--- config.mk ---
export PLATFORM = sky130hd
export DESIGN_NAME = pll_lock_supervisor_flat
export DESIGN_NICKNAME = d
export VERILOG_FILES = /design/src/rtl/pll_lock_supervisor_pkg.sv /design/src/rtl/pll_lock_supervisor_if.sv /design/src/rtl/pll_lock_supervisor_sync_2ff.sv /design/src/rtl/pll_lock_supervisor.sv /design/src/flat_wrapper.sv
export SDC_FILE = /design/constraint.sdc
export NUM_CORES = 1
export LEC_CHECK = 0
export ABC_AREA = 1
export BUFFER_PORTS_ARGS = -buffer_cell sky130_fd_sc_hd__buf_2
export CORE_UTILIZATION = 65
export CTS_CLUSTER_SIZE = 10
export DETAILED_ROUTE_END_ITERATION = 10
export PLACE_DENSITY = 0.89
export SYNTH_ARGS = -nofsm -noshare
export SYNTH_HDL_FRONTEND = slang
export SYNTH_SLANG_ARGS = --single-unit
--- constraint.sdc ---
create_clock -name CLKI -period 3.35 [get_ports CLKI]
set_clock_uncertainty 0.1 [all_clocks]
set_input_delay 0.67 -clock CLKI [delete_from_list [all_inputs] [get_ports CLKI]]
set_output_delay 0.67 -clock CLKI [all_outputs]
set_load 0.02 [all_outputs]
--- src/rtl/pll_lock_supervisor_pkg.sv ---
// Shared LVDS clock-tree constants: supervisor state encoding, loss counter width
// and the reference/serial clock frequencies used by the serializer.
package lvds_clk_pkg;

    localparam int LOSS_W     = 8;
    localparam int REF_CLK_HZ = 48_000_000;
    localparam int SER_CLK_HZ = 336_000_000;

    typedef enum logic [2:0] {
        ST_OFF       = 3'd0,
        ST_RST_PLL   = 3'd1,
        ST_WAIT_LOCK = 3'd2,
        ST_STABLE    = 3'd3,
        ST_RELEASE   = 3'd4,
        ST_RUN       = 3'd5,
        ST_FAULT     = 3'd6
    } sup_state_t;

    function automatic int max2(input int a, input int b);
        return (a > b) ? a : b;
    endfunction

endpackage

--- src/rtl/pll_lock_supervisor_if.sv ---
// Control/status bundle between the PLL lock supervisor (slave) and whoever
// enables it and consumes the downstream resets (master).
interface pll_lock_supervisor_if #(
    parameter int NUM_RST = 3,
    parameter int RETRY_W = 3
);
    import lvds_clk_pkg::*;

    logic                 EN;
    logic                 PLL_LOCK;
    logic                 PLL_RST;
    logic [NUM_RST-1:0]   RST_N_OUT;
    logic                 READY;
    logic                 FAULT;
    logic [RETRY_W-1:0]   RETRY_CNT;
    logic [LOSS_W-1:0]    LOSS_CNT;
    logic [2:0]           STATE;

    modport slave (
        input  EN, PLL_LOCK,
        output PLL_RST, RST_N_OUT, READY, FAULT, RETRY_CNT, LOSS_CNT, STATE
    );

    modport master (
        output EN, PLL_LOCK,
        input  PLL_RST, RST_N_OUT, READY, FAULT, RETRY_CNT, LOSS_CNT, STATE
    );

endinterface

--- src/rtl/pll_lock_supervisor_sync_2ff.sv ---
// Two-flop synchronizer for a single asynchronous status bit; resets to 0.
module sync_2ff (
    input  logic clk,
    input  logic rst_n,
    input  logic i_d,
    output logic o_q
);

    logic r_meta;
    logic r_sync;

    always_ff @(posedge clk or negedge rst_n) begin
        if (!rst_n) begin
            r_meta <= 1'b0;
            r_sync <= 1'b0;
        end else begin
            r_meta <= i_d;
            r_sync <= r_meta;
        end
    end

    assign o_q = r_sync;

endmodule

--- src/rtl/pll_lock_supervisor.sv ---
// PLL supervisor: pulses PLL_RST, debounces the synced lock, retries on timeout
// and releases the downstream reset domains one by one.
module pll_lock_supervisor
    import lvds_clk_pkg::*;
#(
    parameter int RST_PULSE_CYC    = 16,
    parameter int LOCK_STABLE_CYC  = 4800,
    parameter int LOCK_TIMEOUT_CYC = 480000,
    parameter int NUM_RST          = 3,
    parameter int STAGE_GAP_CYC    = 64,
    parameter int MAX_RETRY        = 7,
    parameter int RETRY_W          = $clog2(MAX_RETRY + 1)
) (
    input logic                  CLKI,
    input logic                  RSTN,
    pll_lock_supervisor_if.slave bus
);

    localparam int CNT_MAX = max2(RST_PULSE_CYC, (NUM_RST - 1) * STAGE_GAP_CYC);
    localparam int CNT_W   = $clog2(CNT_MAX + 1);
    localparam int TMO_W   = $clog2(LOCK_TIMEOUT_CYC + 1);
    localparam int STB_W   = $clog2(LOCK_STABLE_CYC + 1);

    localparam logic [CNT_W-1:0]   CNT_SAT    = CNT_W'(CNT_MAX);
    localparam logic [CNT_W-1:0]   PULSE_LAST = CNT_W'(RST_PULSE_CYC - 1);
    localparam logic [CNT_W-1:0]   REL_LAST   = CNT_W'((NUM_RST - 1) * STAGE_GAP_CYC);
    localparam logic [TMO_W-1:0]   TMO_LAST   = TMO_W'(LOCK_TIMEOUT_CYC - 1);
    localparam logic [STB_W-1:0]   STB_LAST   = STB_W'(LOCK_STABLE_CYC - 1);
    localparam logic [RETRY_W-1:0] RETRY_MAX  = RETRY_W'(MAX_RETRY);

    sup_state_t          r_state;
    sup_state_t          w_state_nxt;
    logic [CNT_W-1:0]    r_cnt;
    logic [TMO_W-1:0]    r_tmo;
    logic [STB_W-1:0]    r_stb;
    logic                r_pll_rst;
    logic [NUM_RST-1:0]  r_rst_n;
    logic [NUM_RST-1:0]  w_rst_n_nxt;
    logic                r_ready;
    logic                r_fault;
    logic [RETRY_W-1:0]  r_retry;
    logic [RETRY_W-1:0]  w_retry_nxt;
    logic [LOSS_W-1:0]   r_loss;
    logic [LOSS_W-1:0]   w_loss_nxt;
    logic                w_lock_s;
    logic                w_tmo_hit;

    sync_2ff u_lock_sync (
        .clk   (CLKI),
        .rst_n (RSTN),
        .i_d   (bus.PLL_LOCK),
        .o_q   (w_lock_s)
    );

    assign w_tmo_hit = (r_tmo == TMO_LAST);

    // Timeout outranks both lock events; EN low overrides everything except LOSS_CNT.
    always_comb begin
        w_state_nxt = r_state;
        w_rst_n_nxt = r_rst_n;
        w_retry_nxt = r_retry;
        w_loss_nxt  = r_loss;
        case (r_state)
            ST_OFF:     w_state_nxt = ST_RST_PLL;
            ST_RST_PLL: begin
                if (r_cnt == PULSE_LAST) w_state_nxt = ST_WAIT_LOCK;
            end
            ST_WAIT_LOCK, ST_STABLE: begin
                if (w_tmo_hit) begin
                    if (r_retry == RETRY_MAX) begin
                        w_state_nxt = ST_FAULT;
                    end else begin
                        w_retry_nxt = r_retry + 1'b1;
                        w_state_nxt = ST_RST_PLL;
                    end
                end else if (r_state == ST_WAIT_LOCK) begin
                    if (w_lock_s) w_state_nxt = ST_STABLE;
                end else if (!w_lock_s) begin
                    w_state_nxt = ST_WAIT_LOCK;
                end else if (r_stb == STB_LAST) begin
                    w_state_nxt = ST_RELEASE;
                end
            end
            ST_RELEASE: begin
                if (!w_lock_s) begin
                    w_rst_n_nxt = '0;
                    w_state_nxt = ST_RST_PLL;
                end else begin
                    for (int k = 0; k < NUM_RST; k++) begin
                        if (r_cnt == CNT_W'(k * STAGE_GAP_CYC)) w_rst_n_nxt[k] = 1'b1;
                    end
                    if (r_cnt == REL_LAST) w_state_nxt = ST_RUN;
                end
            end
            ST_RUN: begin
                if (!w_lock_s) begin
                    w_rst_n_nxt = '0;
                    w_state_nxt = ST_RST_PLL;
                    if (r_loss != '1) w_loss_nxt = r_loss + 1'b1;
                end
            end
            ST_FAULT:   w_state_nxt = ST_FAULT;
            default:    w_state_nxt = ST_OFF;
        endcase
        if (w_state_nxt == ST_RUN) w_retry_nxt = '0;
        if (!bus.EN) begin
            w_state_nxt = ST_OFF;
            w_rst_n_nxt = '0;
            w_retry_nxt = '0;
            w_loss_nxt  = r_loss;
        end
    end

    always_ff @(posedge CLKI or negedge RSTN) begin
        if (!RSTN) begin
            r_state   <= ST_OFF;
            r_pll_rst <= 1'b1;
            r_rst_n   <= '0;
            r_ready   <= 1'b0;
            r_fault   <= 1'b0;
            r_retry   <= '0;
            r_loss    <= '0;
        end else begin
            r_state   <= w_state_nxt;
            r_pll_rst <= (w_state_nxt == ST_OFF) || (w_state_nxt == ST_RST_PLL) ||
                         (w_state_nxt == ST_FAULT);
            r_rst_n   <= w_rst_n_nxt;
            r_ready   <= (w_state_nxt == ST_RUN);
            r_fault   <= (w_state_nxt == ST_FAULT);
            r_retry   <= w_retry_nxt;
            r_loss    <= w_loss_nxt;
        end
    end

    // Pulse/stage counter restarts on every state change; all counters hold at their end value.
    always_ff @(posedge CLKI or negedge RSTN) begin
        if (!RSTN) begin
            r_cnt <= '0;
            r_tmo <= '0;
            r_stb <= '0;
        end else begin
            if (w_state_nxt != r_state) r_cnt <= '0;
            else if (r_cnt != CNT_SAT)  r_cnt <= r_cnt + 1'b1;

            if (w_state_nxt == ST_RST_PLL) begin
                r_tmo <= '0;
            end else if ((r_state == ST_WAIT_LOCK || r_state == ST_STABLE) && !w_tmo_hit) begin
                r_tmo <= r_tmo + 1'b1;
            end

            if (r_state == ST_STABLE && w_lock_s) begin
                if (r_stb != STB_LAST) r_stb <= r_stb + 1'b1;
            end else begin
                r_stb <= '0;
            end
        end
    end

    assign bus.PLL_RST   = r_pll_rst;
    assign bus.RST_N_OUT = r_rst_n;
    assign bus.READY     = r_ready;
    assign bus.FAULT     = r_fault;
    assign bus.RETRY_CNT = r_retry;
    assign bus.LOSS_CNT  = r_loss;
    assign bus.STATE     = r_state;

endmodule

--- src/flat_wrapper.sv ---
// flat-port wrapper written by rule: the top's interface ports become plain ports
module pll_lock_supervisor_flat import lvds_clk_pkg::*;
#(
    parameter int RST_PULSE_CYC    = 16,
    parameter int LOCK_STABLE_CYC  = 4800,
    parameter int LOCK_TIMEOUT_CYC = 480000,
    parameter int NUM_RST          = 3,
    parameter int STAGE_GAP_CYC    = 64,
    parameter int MAX_RETRY        = 7,
    parameter int RETRY_W          = $clog2(MAX_RETRY + 1)
)
  (CLKI, RSTN, bus_EN, bus_PLL_LOCK, bus_PLL_RST, bus_RST_N_OUT, bus_READY, bus_FAULT, bus_RETRY_CNT, bus_LOSS_CNT, bus_STATE);
  pll_lock_supervisor_if #(.NUM_RST(NUM_RST), .RETRY_W(RETRY_W)) bus_i ();
  input logic CLKI;
  input logic RSTN;
  input wire logic [$bits(bus_i.EN)-1:0] bus_EN;
  input wire logic [$bits(bus_i.PLL_LOCK)-1:0] bus_PLL_LOCK;
  output wire logic [$bits(bus_i.PLL_RST)-1:0] bus_PLL_RST;
  output wire logic [$bits(bus_i.RST_N_OUT)-1:0] bus_RST_N_OUT;
  output wire logic [$bits(bus_i.READY)-1:0] bus_READY;
  output wire logic [$bits(bus_i.FAULT)-1:0] bus_FAULT;
  output wire logic [$bits(bus_i.RETRY_CNT)-1:0] bus_RETRY_CNT;
  output wire logic [$bits(bus_i.LOSS_CNT)-1:0] bus_LOSS_CNT;
  output wire logic [$bits(bus_i.STATE)-1:0] bus_STATE;
  assign bus_i.EN = bus_EN;
  assign bus_i.PLL_LOCK = bus_PLL_LOCK;
  assign bus_PLL_RST = bus_i.PLL_RST;
  assign bus_RST_N_OUT = bus_i.RST_N_OUT;
  assign bus_READY = bus_i.READY;
  assign bus_FAULT = bus_i.FAULT;
  assign bus_RETRY_CNT = bus_i.RETRY_CNT;
  assign bus_LOSS_CNT = bus_i.LOSS_CNT;
  assign bus_STATE = bus_i.STATE;
  pll_lock_supervisor #(.RST_PULSE_CYC(RST_PULSE_CYC), .LOCK_STABLE_CYC(LOCK_STABLE_CYC), .LOCK_TIMEOUT_CYC(LOCK_TIMEOUT_CYC), .NUM_RST(NUM_RST), .STAGE_GAP_CYC(STAGE_GAP_CYC), .MAX_RETRY(MAX_RETRY), .RETRY_W(RETRY_W)) u_core (.CLKI(CLKI), .RSTN(RSTN), .bus(bus_i));
endmodule
Word level (Yosys, flattened, before mapping)
Cells that the tools add are included.
Storage, ports and cells
  register bits: 62
  input bits: 4
  output and inout bits: 20
  logic and storage cells: 96
Cells by class
  $add $sub $neg: 5
  equality and inequality tests: 29
  muxes and demuxes: 30
  bitwise gates (word level): 1
  reductions and logical operators: 17
Operator list (number)
  3-bit two-way mux: 19
  19-bit two-way mux: 2
  13-bit two-way mux: 2
  3-bit == test (second input constant): 7
  19-bit by 1-bit adder with 19-bit output (second input constant): 1
  19-bit == test (second input constant): 1
  3-bit case mux with 6 select lines: 1
  8-bit by 1-bit adder with 8-bit output (second input constant): 2
  8-bit two-way mux: 2
  8-bit inequality test (second input constant): 2
  13-bit by 1-bit adder with 13-bit output (second input constant): 1
  13-bit == test (second input constant): 1
  13-bit inequality test (second input constant): 1
  4-bit by 3-bit inequality test with 1-bit output (second input constant): 3
  3-bit AND reduction: 4
  3-bit by 1-bit inequality test with 1-bit output (second input constant): 3
  8-bit by 4-bit == test with 1-bit output (second input constant): 1
  8-bit by 7-bit == test with 1-bit output (second input constant): 1
  8-bit == test (second input constant): 1
  8-bit zero test: 1
  3-bit by 1-bit == test with 1-bit output (second input constant): 2
  3-bit by 2-bit == test with 1-bit output (second input constant): 2
  3-bit zero test: 2
  3-bit inequality test (second input constant): 2
  12 further kinds: 18

Depth between registers and ports, before layout
Gate-level depths: netlist of run 1.
  word-level depth: 10
  mapped depth: 15
  gate-level depth less buffers: 14

Hierarchy
From an unflattened synthesis of run 1, not the netlist that was laid out.
Unflattened totals
  cell total of the unflattened synthesis: 421
  area, all modules: 3510.9 sq um
By module, submodules not included
  pll_lock_supervisor: times used 1, cells each 419, area an instance 3460.8 sq um, seq. area each 1502.7 sq um
  sync_2ff: times used 1, cells each 2, area an instance 50.0 sq um, seq. area each 50.0 sq um

Least setup slack after synthesis of run 1
No wires, ideal clock.
  kind: register to register
  start: reg u_core.r_tmo[0]
  end: reg u_core.r_tmo[11]
  setup time: 0.118 ns
  arrival time: 1.841 ns
  required time: 3.132 ns
  path slack: 1.291 ns
  stages on the path, launching flop included: 14
  path buffers: 2
  clock period less this slack: 2.059 ns
  path through: dfrtp_1 ha_1 nand3_1 nor2_4 nand3_2 nand2_2 buf_6 nand2_2 nand2_2 a21oi_2 nand3_4 buf_6 nand3_1 nand2_1
Between the ends
  word-level cells in the longest chain between the ends: 6
  elaborated cells between the ends (all ways): 11
  those cells by class: 1 x add/sub; 2 x eq/ne; 5 x mux; 3 x reduce/logical
RTL lines
  from (decl): line pll_lock_supervisor.sv:34  | logic [TMO_W-1:0] r_tmo;
  from (signal assigned): line pll_lock_supervisor.sv:148  | r_tmo <= r_tmo + 1'b1;
  19-bit == test (*): line pll_lock_supervisor.sv:55  | assign w_tmo_hit = (r_tmo == TMO_LAST);
  3-bit two-way mux (*): line pll_lock_supervisor.sv:69  | if (w_tmo_hit) begin
  3-bit case mux with 6 select lines (*): line pll_lock_supervisor.sv:63  | case (r_state)
  3-bit two-way mux (*): line pll_lock_supervisor.sv:106  | if (!bus.EN) begin
  via u_core.w_state_nxt[0]: line pll_lock_supervisor.sv:32  | sup_state_t w_state_nxt;
  3-bit by 1-bit == test with 1-bit output (*): line pll_lock_supervisor.sv:145  | if (w_state_nxt == ST_RST_PLL) begin
  19-bit two-way mux / 2-bit nonzero test (equally long branches)
The timed path passes the listed nets; every way through them passes the cells marked *. The select of a mux whose other input is x is not followed.
A chain may end at the register's enable or synchronous reset.

Worst setup path after layout of run 1
  start: reg u_core.r_tmo[0]
  end: reg u_core.r_tmo[2]
Between the ends
  word-level cells in the longest chain between the ends: 6
  elaborated cells between the ends (all ways): 11
  those cells by class: 1 x add/sub; 2 x eq/ne; 5 x mux; 3 x reduce/logical
RTL lines (line)
  19-bit == test: pll_lock_supervisor.sv:55
  3-bit two-way mux: pll_lock_supervisor.sv:69
  3-bit case mux with 6 select lines: pll_lock_supervisor.sv:63
  3-bit two-way mux: pll_lock_supervisor.sv:106
  3-bit by 1-bit == test with 1-bit output: pll_lock_supervisor.sv:145
  19-bit two-way mux / 2-bit nonzero test (equally long branches)
Parallel ways exist; a longest one is shown, timed or not. The select of a mux whose other input is x is not followed.

==> qor.json, run 1 <==
{
  "status": "finished clean",
  "grt_setup_unrepaired": "false",
  "timing.final.hold_violations": 0,
  "power.density_cell_area_nw_per_um2": 408,
  "num-nets-final": 499,
  "diodes": 0,
  "maxSlewViolCount": 0,
  "core_area_um2": 5200,
  "postCtsResizedCells": 0,
  "finalCriticalPeriod_ns": 2.92,
  "ys_ff_latch": 62,
  "grt_overflow_total": 0,
  "final_layout_setup_total_negative_slack_ns": 0,
  "worst-slew-pin-transition_ns": 0.747,
  "floorplan.io_pins": 24,
  "cts.path.max_buffers": 2,
  "synth-edff-count": 0,
  "period_share_pct": 87.2,
  "antenna_left": 0,
  "syn-instance-count": 463,
  "clock_tree_from_tritoncts": "built",
  "sequential_cell_area_um2": 1550,
  "slew-limit-headroom_pct": 50.2,
  "critPathLaunchType": "flip-flop",
  "synth_area_leaders": "dfrtp_1 (42%), nand2_1 (9.1%), nand3_1 (8.5%)",
  "drt_wl_total_um": 8150,
  "vias_per_cell": 5.70,
  "worst_ir_drop_vdd_uv": 347,
  "reg2reg_setup_slack_ns": 0.43,
  "insertion_delay_to_the_later_sink_of_the_worst_skew_pair_ns": 0.34,
  "post-cts-setup-buffers": 0,
  "synth_common_cells": "nand2_1 (87), inv_1 (65), dfrtp_1 (61), nand3_1 (61), nor2_1 (51)",
  "wire_per_inst_um": 14.5,
  "synth_cell_types": 33,
  "ctsRootBufferMaster": "clkbuf_8",
  "hp-class": "flip-flop to flip-flop",
  "worstSetupEndpointType": "flip-flop",
  "start_util_pct": 69.0,
  "cts.clk_slew.worst_paths_ns": 0.07,
  "fraction_of_the_yosys_area_taken_by_sequential_cells_pct": 43.2,
  "critPathKind": "flip-flop to flip-flop",
  "final.fill_count": 368,
  "top_layer_used": "met4",
  "yosys.cell_count.top_type": "nand2_1",
  "cap_viol_max_count": 0,
  "cts.sinks": 62,
  "die_height_um": 76.3,
  "multiInputGateArea_um2": 1720,
  "ys.flop_type": "dfrtp_1",
  "cts.htree.levels": 3,
  "grt_pass1_wl_um": 14200,
  "stdcell_count": 563,
  "io_buffers": 23,
  "final-setup-viol-count": 0,
  "syn_area_um2": 3590,
  "worst-endpoint-arrival_ns": 3.05,
  "synth.avg_cell_area_um2": 7.76,
  "critical_path_required_ns": 3.48,
  "grt_max_degree": 63,
  "maxClockFrequency_mhz": 342,
  "met1Wirelength_um": 3500,
  "drive_above_1_share_pct": 12.4,
  "die_area_um2": 5830,
  "wl_met2_um": 3910,
  "first_global_vias": 3169,
  "yosysTopAreaCell": "dfrtp_1",
  "syn-num-nets": 474,
  "cp_max_fo": 28,
  "areaGrowthSynthToFinish_pct": 10.6,
  "die_w_um": 76.3,
  "cts_made_buffers": 9,
  "met3_wirelength_um": 540,
  "initialDrtViolationCount": 272,
  "async_flop_share_pct": 100,
  "vias": 3210,
  "static-leakage-power_uw": 0.00202,
  "drt-pass1-iter-count": 6,
  "post-place-cells": 547,
  "remaining_drc_errors": 0,
  "antenna_found_initial": 0,
  "post_dp_hpwl_um": 5310,
  "cts_stage_hold_buffer_count": 0,
  "yosys_warnings": 0,
  "groute.usage.overall_pct": 30.9,
  "rows": 26,
  "synth_top_area_share_pct": 42.5,
  "routabilityCongestion": 0.933
}
[state kept, by name (all words and copies together) (netlist names)]
| register | flops |
|---|---|
| u_core.bus.LOSS_CNT | 8 |
| u_core.bus.RETRY_CNT | 3 |
| u_core.u_lock_sync.r_meta | 1 |
| u_core.bus.FAULT | 1 |
| u_core.r_cnt | 8 |
| u_core.r_stb | 13 |
| u_core.bus.RST_N_OUT | 3 |
| u_core.u_lock_sync.o_q | 1 |
| u_core.bus.READY | 1 |
| u_core.r_tmo | 19 |
| u_core.bus.STATE | 3 |
| u_core.bus.PLL_RST | 1 |
[layout make-up]
type                    count  share of cell area (%)
flip-flops and latches     62                    39.1
repair buffers             25                    3.27
clock inverters             5                    2.05
inverters                  66                    6.23
well taps                  70                    2.20
multi-input cells         324                    43.4
clock buffers              11                    3.81
[power breakdown]
part | total (µW) | switching (µW) | internal [µW] | leakage (µW)
Combinational | 93.0 | 66.6 | 26.4 | 0.00106
Clock | 756 | 297 | 459 | 0.000116
Sequential | 771 | 11.2 | 760 | 0.000838
Total | 1620 | 375 | 1250 | 0.00202
[worst max-delay path: stages (launching register included)]
cell and delay, ns:
dfrtp_1 0.47, ha_1 0.24, nand3_1 0.18, nor2_4 0.22
nand3_2 0.13, nand2_2 0.34, inv_2 0.24, nand2_1 0.11
nand2_1 0.07, nand2_1 0.15, nand3_4 0.27, inv_1 0.23
nor2_1 0.06
[stage by stage]
step	setup WS (ns)	instance area (µm²)	util, %	hold slack (ns)	total power, µW
3_5_place_dp	0.501	3740	71.9	0.253	876
5_1_grt	0.157	3970	76.3	0.273	1670
3_3_place_gp	0.659	3740	71.9	0.231	872
2_1_floorplan	1.29	3590	-	0.231	846
4_1_cts	0.501	3970	76.3	0.269	1620
6_report	0.429	3970	76.3	0.265	1620
[cell usage in the layout (no fill, tap or decap), drive strengths merged, types with 2 or more instances in the layout]
| cell | count |
|---|---|
| a211oi | 2 |
| a21oi | 14 |
| a31oi | 2 |
| buf | 25 |
| bufinv | 2 |
| clkbuf | 11 |
| clkinv | 2 |
| dfrtp | 61 |
| ha | 7 |
| inv | 66 |
| nand2 | 94 |
| nand3 | 65 |
| nand4 | 10 |
| nor2 | 55 |
| nor3 | 12 |
| nor4 | 6 |
| o21ai | 20 |
| xnor2 | 5 |
| xor2 | 27 |
[layer usage]
| layer | vias up | GRT usage (%) |
|---|---|---|
| li1 | 1543 | - |
| met1 | 1497 | 39.3 |
| met2 | 143 | 50.6 |
| met3 | 27 | 7.07 |
| met4 | 0 | 13.8 |
| met5 | - | 0 |
[final timing paths]
| path | start | to | cells after the start |
|---|---|---|---|
| max | u_core.r_tmo[0] | u_core.r_tmo[2] | 12 |
| min | u_core.u_lock_sync.r_meta | u_core.u_lock_sync.o_q | 0 |
| max reg2reg | u_core.r_tmo[0] | u_core.r_tmo[2] | 12 |
| min reg2reg | u_core.u_lock_sync.r_meta | u_core.u_lock_sync.o_q | 0 |
| max in group asynchronous | RSTN | u_core.bus.READY | 2 |
| min in group asynchronous | RSTN | u_core.r_stb[8] | 2 |
[cell families after synthesis]
| logic type | synth area share [%] |
|---|---|
| simple gates | 31.5 |
| buf+inv | 8.81 |
| flops | 43.2 |
| compound gates | 6.23 |
| xor+xnor | 7.80 |
| fa+ha+maj | 2.44 |
No activity file was read; power rests on OpenSTA's default activity.
==> run 2: changes to the inputs <==
==> constraint.sdc (replaced) <==
create_clock -name CLKI -period 3.35 [get_ports CLKI]
set_clock_uncertainty 0.1 [all_clocks]
set_input_delay 0.8375 -clock CLKI [delete_from_list [all_inputs] [get_ports CLKI]]
set_output_delay 0.8375 -clock CLKI [all_outputs]
set_load 0.02 [all_outputs]
==> run 2 against run 1 <==
  * Worst setup slack got worse by 0.034 ns
  * First-iteration DRC count is 36% higher
  * Register-to-register slack worse by 0.03 ns
  * Wire length decreased by 0.67%
  * Hold slack gained 0.011 ns
  * Global-route usage is 0.21 points lower
  * Combinational power grew 2.2%
  * Total power increased by 2.8%
  * Core utilization increased by 0.31 points
  * Highest routed layer unchanged
==> qor.json, run 2 (same netlist as run 1, synthesis figures left out) <==
{
  "critical_path.top_delay_family": {"value": "simple AND/OR/NAND/NOR gates", "change": "unchanged"},
  "static-leakage-power": {"value": 0.00202, "unit": "µW", "change": "about the same"},
  "slew-limit-headroom": {"value": 52.4, "unit": "%", "change": "was 50.2%"},
  "grt_setup_unrepaired": {"value": "false", "change": "unchanged"},
  "core_area": {"value": 5200, "unit": "µm²", "change": "unchanged"},
  "die_area": {"value": 5830, "unit": "µm²", "change": "unchanged"},
  "cts.clk_slew.worst_paths": {"value": 0.07, "unit": "ns", "change": "about the same"},
  "critical_path_required": {"value": 3.48, "unit": "ns", "change": "about the same"},
  "routabilityCongestion": {"value": 0.944, "change": "was 0.933"},
  "start_util": {"value": 69.0, "unit": "%", "change": "unchanged"},
  "worst_ir_drop_vdd": {"value": 349, "unit": "µV", "change": "was 347 µV"},
  "cts.htree.levels": {"value": 3, "change": "unchanged"},
  "largest_register_ffs": {"value": 19, "change": "unchanged"},
  "period_share": {"value": 88.2, "unit": "%", "change": "was 87.2%"},
  "vias": {"value": 3190, "change": "was 3210"},
  "cts.sinks": {"value": 62, "change": "unchanged"},
  "post_dp_hpwl": {"value": 5410, "unit": "µm", "change": "was 5310 µm"},
  "grt_max_degree": {"value": 33, "change": "was 63"},
  "final_layout_setup_total_negative_slack": {"value": 0, "unit": "ns", "change": "unchanged"},
  "critPathKind": {"value": "flip-flop to flip-flop", "change": "unchanged"},
  "critical_path.n_buffers_inverters": {"value": 2, "change": "unchanged"},
  "multiInputGateArea": {"value": 1720, "unit": "µm²", "change": "unchanged"},
  "wire_per_inst": {"value": 14.4, "unit": "µm", "change": "was 14.5 µm"},
  "worstSetupEndpointType": {"value": "flip-flop", "change": "unchanged"},
  "antenna_left": {"value": 0, "change": "unchanged"},
  "sequential_cell_area": {"value": 1550, "unit": "µm²", "change": "unchanged"},
  "cp_slowest_cell": {"value": "dfrtp_1", "change": "unchanged"},
  "final.fill_count": {"value": 372, "change": "was 368"},
  "post-cts-setup-buffers": {"value": 0, "change": "unchanged"},
  "postCtsResizedCells": {"value": 0, "change": "unchanged"},
  "floorplan.io_pins": {"value": 24, "change": "unchanged"},
  "critical_path.cell_chain": {"value": "ha_1, nand3_1, nor2_4, nand3_2, nand2_2, inv_2, nand2_1, nand2_1, nand2_2, nand3_4, inv_1, nor2_1", "change": "was ha_1, nand3_1, nor2_4, nand3_2, nand2_2, inv_2, nand2_1, nand2_1, nand2_1, nand3_4, inv_1, nor2_1"},
  "insertion_delay_to_the_later_sink_of_the_worst_skew_pair": {"value": 0.34, "unit": "ns", "change": "about the same"},
  "cts_made_buffers": {"value": 9, "change": "unchanged"},
  "timing.final.hold_violations": {"value": 0, "change": "unchanged"},
  "worst-slew-pin-transition": {"value": 0.714, "unit": "ns", "change": "was 0.747 ns"},
  "die_w": {"value": 76.3, "unit": "µm", "change": "unchanged"},
  "initialDrtViolationCount": {"value": 369, "change": "was 272"},
  "ctsRootBufferMaster": {"value": "clkbuf_8", "change": "unchanged"},
  "finalCriticalPeriod": {"value": 2.95, "unit": "ns", "change": "was 2.92 ns"},
  "remaining_drc_errors": {"value": 0, "change": "unchanged"},
  "registers.top_by_ff_count": {"value": "u_core.r_tmo", "change": "unchanged"},
  "critPathMaxStageDelay": {"value": 0.48, "unit": "ns", "change": "was 0.47 ns"},
  "vias_per_cell": {"value": 5.68, "change": "was 5.70"},
  "layout_top_registers": {"value": "u_core.r_tmo (19), u_core.r_stb (13)", "change": "unchanged"},
  "antenna_found_initial": {"value": 0, "change": "unchanged"},
  "drt-pass1-iter-count": {"value": 6, "change": "unchanged"},
  "rows": {"value": 26, "change": "unchanged"},
  "worst-endpoint-arrival": {"value": 3.08, "unit": "ns", "change": "was 3.05 ns"},
  "groute.usage.overall": {"value": 30.7, "unit": "%", "change": "was 30.9%"},
  "cp_max_fo": {"value": 28, "change": "unchanged"},
  "die_height": {"value": 76.3, "unit": "µm", "change": "unchanged"},
  "cts_stage_hold_buffer_count": {"value": 0, "change": "unchanged"},
  "num-nets-final": {"value": 499, "change": "unchanged"},
  "final-setup-viol-count": {"value": 0, "change": "unchanged"},
  "grt_overflow_total": {"value": 0, "change": "unchanged"},
  "critPathLaunchType": {"value": "flip-flop", "change": "unchanged"},
  "maxSlewViolCount": {"value": 0, "change": "unchanged"},
  "grt_pass1_wl": {"value": 14000, "unit": "µm", "change": "was 14200 µm"},
  "io_buffers": {"value": 23, "change": "unchanged"},
  "clock_tree_from_tritoncts": {"value": "built", "change": "unchanged"},
  "first_global_vias": {"value": 3061, "change": "was 3169"},
  "final_cell_mix": {"value": "nand2_1 (87), inv_1 (65), nand3_1 (61), dfrtp_1 (61), nor2_1 (51)", "change": "unchanged"},
  "maxClockFrequency": {"value": 338, "unit": "MHz", "change": "was 342 MHz"},
  "drive_above_1_share": {"value": 12.0, "unit": "%", "change": "was 12.4%"},
  "cts.path.max_buffers": {"value": 2, "change": "unchanged"},
  "reg2reg_setup_slack": {"value": 0.40, "unit": "ns", "change": "was 0.43 ns"},
  "hp-class": {"value": "flip-flop to flip-flop", "change": "unchanged"},
  "areaGrowthSynthToFinish": {"value": 11.1, "unit": "%", "change": "was 10.6%"},
  "status": {"value": "finished clean", "change": "unchanged"},
  "mostFrequentLayoutCell": {"value": "nand2_1", "change": "unchanged"},
  "diodes": {"value": 0, "change": "unchanged"},
  "cap_viol_max_count": {"value": 0, "change": "unchanged"},
  "post-layout-total-power": {"value": 1670, "unit": "µW", "change": "was 1620 µW"},
  "power.density_cell_area": {"value": 417, "unit": "nW/µm²", "change": "was 408 nW/µm²"},
  "drt_wl_total": {"value": 8100, "unit": "µm", "change": "was 8150 µm"}
}
==> run 2: metal layers <==
layer	GRT usage, %	routed length (µm)
met4	13.7	188
met3	7.07	498
met5	0	0
met1	39.5	3420
met2	49.8	3990
==> run 2: through the flow <==
| step | util, % | cell area, µm² | cells | setup slack, ns | hold WS, ns |
|---|---|---|---|---|---|
| 3_3_place_gp | 72.1 | 3750 | 547 | 0.660 | 0.231 |
| 3_5_place_dp | 72.1 | 3750 | 547 | 0.492 | 0.258 |
| 2_1_floorplan | - | 3590 | 463 | 1.29 | 0.231 |
| 6_report | 76.7 | 3990 | 562 | 0.396 | 0.277 |
| 5_1_grt | 76.7 | 3990 | 562 | 0.142 | 0.271 |
| 4_1_cts | 76.7 | 3990 | 562 | 0.438 | 0.274 |
==> run 2: worst register-to-register path: stages (launching register included) <==
cell and delay [ns]:
dfrtp_1 0.48, ha_1 0.26, nand3_1 0.20, nor2_4 0.22, nand3_2 0.12, nand2_2 0.33
inv_2 0.24, nand2_1 0.10, nand2_1 0.11, nand2_2 0.13, nand3_4 0.26, inv_1 0.23
nor2_1 0.06
==> run 2: cell type report <==
type | count | area share [%]
clock inverter | 4 | 2.38
timing repair buffer | 25 | 3.57
sequential | 62 | 38.9
multi-input combinational | 324 | 43.2
tap | 70 | 2.20
inverter | 66 | 6.21
clock buffer | 11 | 3.54
==> run 2: path summary, 6_finish.rpt <==
| kind | from | endpoint | depth (start not counted) |
|---|---|---|---|
| setup reg to reg | u_core.r_tmo[0] | u_core.r_tmo[12] | 12 |
| min in group asynchronous | RSTN | u_core.r_stb[5] | 1 |
| max in group asynchronous | RSTN | u_core.bus.PLL_RST | 2 |
| setup / recovery | u_core.r_tmo[0] | u_core.r_tmo[12] | 12 |
| hold / removal | u_core.u_lock_sync.r_meta | u_core.u_lock_sync.o_q | 0 |
| hold reg to reg | u_core.u_lock_sync.r_meta | u_core.u_lock_sync.o_q | 0 |
==> run 2: power by group <==
group	internal, µW	total [µW]	leakage, µW	switching [µW]
Combinational	28.0	95.0	0.00107	67.0
Clock	510	799	0.000119	290
Sequential	760	771	0.000838	11.2
Total	1300	1670	0.00202	368
==> run 3: changes to the inputs <==
- CTS_BUF_LIST: unset -> sky130_fd_sc_hd__clkbuf_4 sky130_fd_sc_hd__clkbuf_8
==> run 3 against run 2 <==
  * Cell area barely moved
  * Sequential power barely moved
  * First-iteration DRC count is 8.7% higher
  * Total power grew 0.69%
  * Cell count unchanged
  * Die area did not move
  * Clock power increased by 2%
  * Flip-flop and latch count did not move
  * Critical endpoint unchanged
==> qor.json, run 3 (same netlist as run 1, synthesis figures left out) <==
{
  "sequential_cell_area": {"value": 1550, "unit": "µm²", "change": "unchanged"},
  "cts_made_buffers": {"value": 9, "change": "unchanged"},
  "die_area": {"value": 5830, "unit": "µm²", "change": "unchanged"},
  "initialDrtViolationCount": {"value": 401, "change": "was 369"},
  "power.density_cell_area": {"value": 420, "unit": "nW/µm²", "change": "was 417 nW/µm²"},
  "worstSetupEndpointType": {"value": "flip-flop", "change": "unchanged"},
  "crit_path_start": {"value": "u_core.r_tmo[0]", "change": "unchanged"},
  "drt_wl_total": {"value": 8180, "unit": "µm", "change": "was 8100 µm"},
  "min_from": {"value": "u_core.u_lock_sync.r_meta", "change": "unchanged"},
  "share_clk_of_total_power": {"value": 48.4, "unit": "%", "change": "was 48.0%"},
  "final.fill_count": {"value": 372, "change": "unchanged"},
  "critPathKind": {"value": "flip-flop to flip-flop", "change": "unchanged"},
  "antenna_left": {"value": 0, "change": "unchanged"},
  "worst_ir_drop_vdd": {"value": 349, "unit": "µV", "change": "about the same"},
  "post-place-cells": {"value": 547, "change": "unchanged"},
  "grt_overflow_total": {"value": 0, "change": "unchanged"},
  "stdcell_count": {"value": 562, "change": "unchanged"},
  "vias": {"value": 3223, "change": "was 3190"},
  "post-cts-setup-buffers": {"value": 0, "change": "unchanged"},
  "io_buffers": {"value": 23, "change": "unchanged"},
  "core_area": {"value": 5200, "unit": "µm²", "change": "unchanged"},
  "status": {"value": "finished clean", "change": "unchanged"},
  "clock_tree_from_tritoncts": {"value": "built", "change": "unchanged"},
  "cp_slowest_cell": {"value": "dfrtp_1", "change": "unchanged"},
  "insertion_delay_to_the_later_sink_of_the_worst_skew_pair": {"value": 0.34, "unit": "ns", "change": "about the same"},
  "regToRegStartpoint": {"value": "u_core.r_tmo[0]", "change": "unchanged"},
  "layout_top_registers": {"value": "u_core.r_tmo (19), u_core.r_stb (13)", "change": "unchanged"},
  "rows": {"value": 26, "change": "unchanged"},
  "final_layout_setup_total_negative_slack": {"value": 0, "unit": "ns", "change": "unchanged"},
  "start_util": {"value": 69.0, "unit": "%", "change": "unchanged"},
  "place_area": {"value": 3750, "unit": "µm²", "change": "unchanged"},
  "floorplan.io_pins": {"value": 24, "change": "unchanged"},
  "total_non_filler_cell_area_in_the_finished_layout": {"value": 3990, "unit": "µm²", "change": "about the same"},
  "seqPwrFrac": {"value": 46.0, "unit": "%", "change": "was 46.3%"},
  "grt_max_degree": {"value": 33, "change": "unchanged"},
  "ctsRootBufferMaster": {"value": "clkbuf_8", "change": "unchanged"},
  "drive_above_1_share": {"value": 12.2, "unit": "%", "change": "was 12.0%"},
  "cp_max_fo": {"value": 28, "change": "unchanged"},
  "share_comb_of_total_power": {"value": 5.7, "unit": "%", "change": "about the same"},
  "met3_wirelength": {"value": 559, "unit": "µm", "change": "was 498 µm"},
  "cts.clk_slew.worst_paths": {"value": 0.07, "unit": "ns", "change": "about the same"},
  "top_layer_used": {"value": "met4", "change": "unchanged"},
  "slew-limit-headroom": {"value": 53.0, "unit": "%", "change": "was 52.4%"},
  "remaining_drc_errors": {"value": 0, "change": "unchanged"},
  "diodes": {"value": 0, "change": "unchanged"},
  "reg2reg_setup_slack": {"value": 0.35, "unit": "ns", "change": "was 0.40 ns"},
  "worst-endpoint-arrival": {"value": 3.12, "unit": "ns", "change": "was 3.08 ns"},
  "drt-pass1-iter-count": {"value": 5, "change": "was 6"},
  "final-setup-viol-count": {"value": 0, "change": "unchanged"},
  "die_height": {"value": 76.3, "unit": "µm", "change": "unchanged"},
  "postCtsResizedCells": {"value": 0, "change": "unchanged"},
  "mostFrequentLayoutCell": {"value": "nand2_1", "change": "unchanged"},
  "die_w": {"value": 76.3, "unit": "µm", "change": "unchanged"},
  "grt_pass1_wl": {"value": 14000, "unit": "µm", "change": "about the same"},
  "groute.usage.overall": {"value": 30.8, "unit": "%", "change": "was 30.7%"},
  "finalCriticalPeriod": {"value": 3.00, "unit": "ns", "change": "was 2.95 ns"},
  "critPathLaunchType": {"value": "flip-flop", "change": "unchanged"},
  "antenna_found_initial": {"value": 0, "change": "unchanged"},
  "grt_setup_unrepaired": {"value": "false", "change": "unchanged"},
  "post-layout-total-power": {"value": 1680, "unit": "µW", "change": "was 1670 µW"},
  "wire_per_inst": {"value": 14.6, "unit": "µm", "change": "was 14.4 µm"},
  "areaGrowthSynthToFinish": {"value": 11.2, "unit": "%", "change": "was 11.1%"},
  "timing.final.hold_violations": {"value": 0, "change": "unchanged"},
  "period_share": {"value": 89.5, "unit": "%", "change": "was 88.2%"},
  "hp-class": {"value": "flip-flop to flip-flop", "change": "unchanged"},
  "cts.htree.levels": {"value": 3, "change": "unchanged"},
  "cts_stage_hold_buffer_count": {"value": 0, "change": "unchanged"},
  "power.net_switching": {"value": 371, "unit": "µW", "change": "was 368 µW"},
  "vias_per_cell": {"value": 5.73, "change": "was 5.68"},
  "wl_met2": {"value": 4000, "unit": "µm", "change": "was 3990 µm"},
  "post-route-util": {"value": 76.7, "unit": "%", "change": "about the same"},
  "num-nets-final": {"value": 499, "change": "unchanged"},
  "maxSlewViolCount": {"value": 0, "change": "unchanged"},
  "cap_viol_max_count": {"value": 0, "change": "unchanged"},
  "final_cell_mix": {"value": "nand2_1 (87), inv_1 (65), nand3_1 (61), dfrtp_1 (61), nor2_1 (51)", "change": "unchanged"},
  "maxClockFrequency": {"value": 334, "unit": "MHz", "change": "was 338 MHz"},
  "post_dp_hpwl": {"value": 5410, "unit": "µm", "change": "unchanged"},
  "critical_path.cell_chain": {"value": "ha_1, nand3_1, nor2_4, nand3_2, nand2_2, inv_2, nand2_1, nand2_1, nand2_2, nand3_4, inv_1, nor2_1", "change": "unchanged"},
  "swShare": {"value": 22.1, "unit": "%", "change": "about the same"},
  "static-leakage-power": {"value": 0.00203, "unit": "µW", "change": "was 0.00202 µW"},
  "multiInputGateArea": {"value": 1720, "unit": "µm²", "change": "unchanged"},
  "routabilityCongestion": {"value": 0.944, "change": "unchanged"},
  "first_global_vias": {"value": 3061, "change": "unchanged"},
  "critical_path.top_delay_family": {"value": "simple AND/OR/NAND/NOR gates", "change": "unchanged"},
  "cts.path.max_buffers": {"value": 2, "change": "unchanged"},
  "critical_path.n_buffers_inverters": {"value": 2, "change": "unchanged"},
  "p_int": {"value": 1310, "unit": "µW", "change": "was 1300 µW"},
  "registers.top_by_ff_count": {"value": "u_core.r_tmo", "change": "unchanged"},
  "critPathMaxStageDelay": {"value": 0.48, "unit": "ns", "change": "about the same"},
  "met1Wirelength": {"value": 3410, "unit": "µm", "change": "was 3420 µm"},
  "cts.sinks": {"value": 62, "change": "unchanged"},
  "critical_path_required": {"value": 3.48, "unit": "ns", "change": "about the same"},
  "largest_register_ffs": {"value": 19, "change": "unchanged"},
  "worst-slew-pin-transition": {"value": 0.705, "unit": "ns", "change": "was 0.714 ns"}
}
-- run 3: area by class of cell --
type                    instances  share of cell area (%)
well taps                      70                    2.19
clock inverters                 4                    2.38
repair buffers                 25                    3.57
multi-input cells             324                    43.1
flip-flops and latches         62                    38.9
inverters                      66                    6.20
clock buffers                  11                    3.63
-- run 3: path summary, 6_finish.rpt --
path	to	depth (start not counted)
min in group asynchronous	u_core.r_stb[5]	1
min	u_core.u_lock_sync.o_q	0
max	u_core.r_tmo[12]	12
max in group asynchronous	u_core.bus.PLL_RST	2
min reg2reg	u_core.u_lock_sync.o_q	0
max reg2reg	u_core.r_tmo[12]	12
-- run 3: metal layers --
metal | vias to the layer above | global-route usage (%)
li1 | 1538 | -
met1 | 1490 | 39.6
met2 | 165 | 49.9
met3 | 30 | 7.07
met4 | 0 | 13.7
met5 | - | 0
-- run 3: power groups by stage --
stage / clock network [µW] / registers, µW / logic [µW]
after detailed placement: 0 / 785 / 94.0
after global routing: 842 / 772 / 107
after CTS: 812 / 771 / 95.5
final: 811 / 771 / 95.0
after floorplan: 0 / 787 / 58.5
after global placement: 0 / 784 / 90.2
-- run 3: stage by stage --
| step | hold WS (ns) | setup WS [ns] |
|---|---|---|
| after floorplan | 0.231 | 1.29 |
| after CTS | 0.274 | 0.435 |
| final | 0.277 | 0.352 |
| after global placement | 0.231 | 0.660 |
| after global routing | 0.271 | 0.144 |
| after detailed placement | 0.258 | 0.492 |
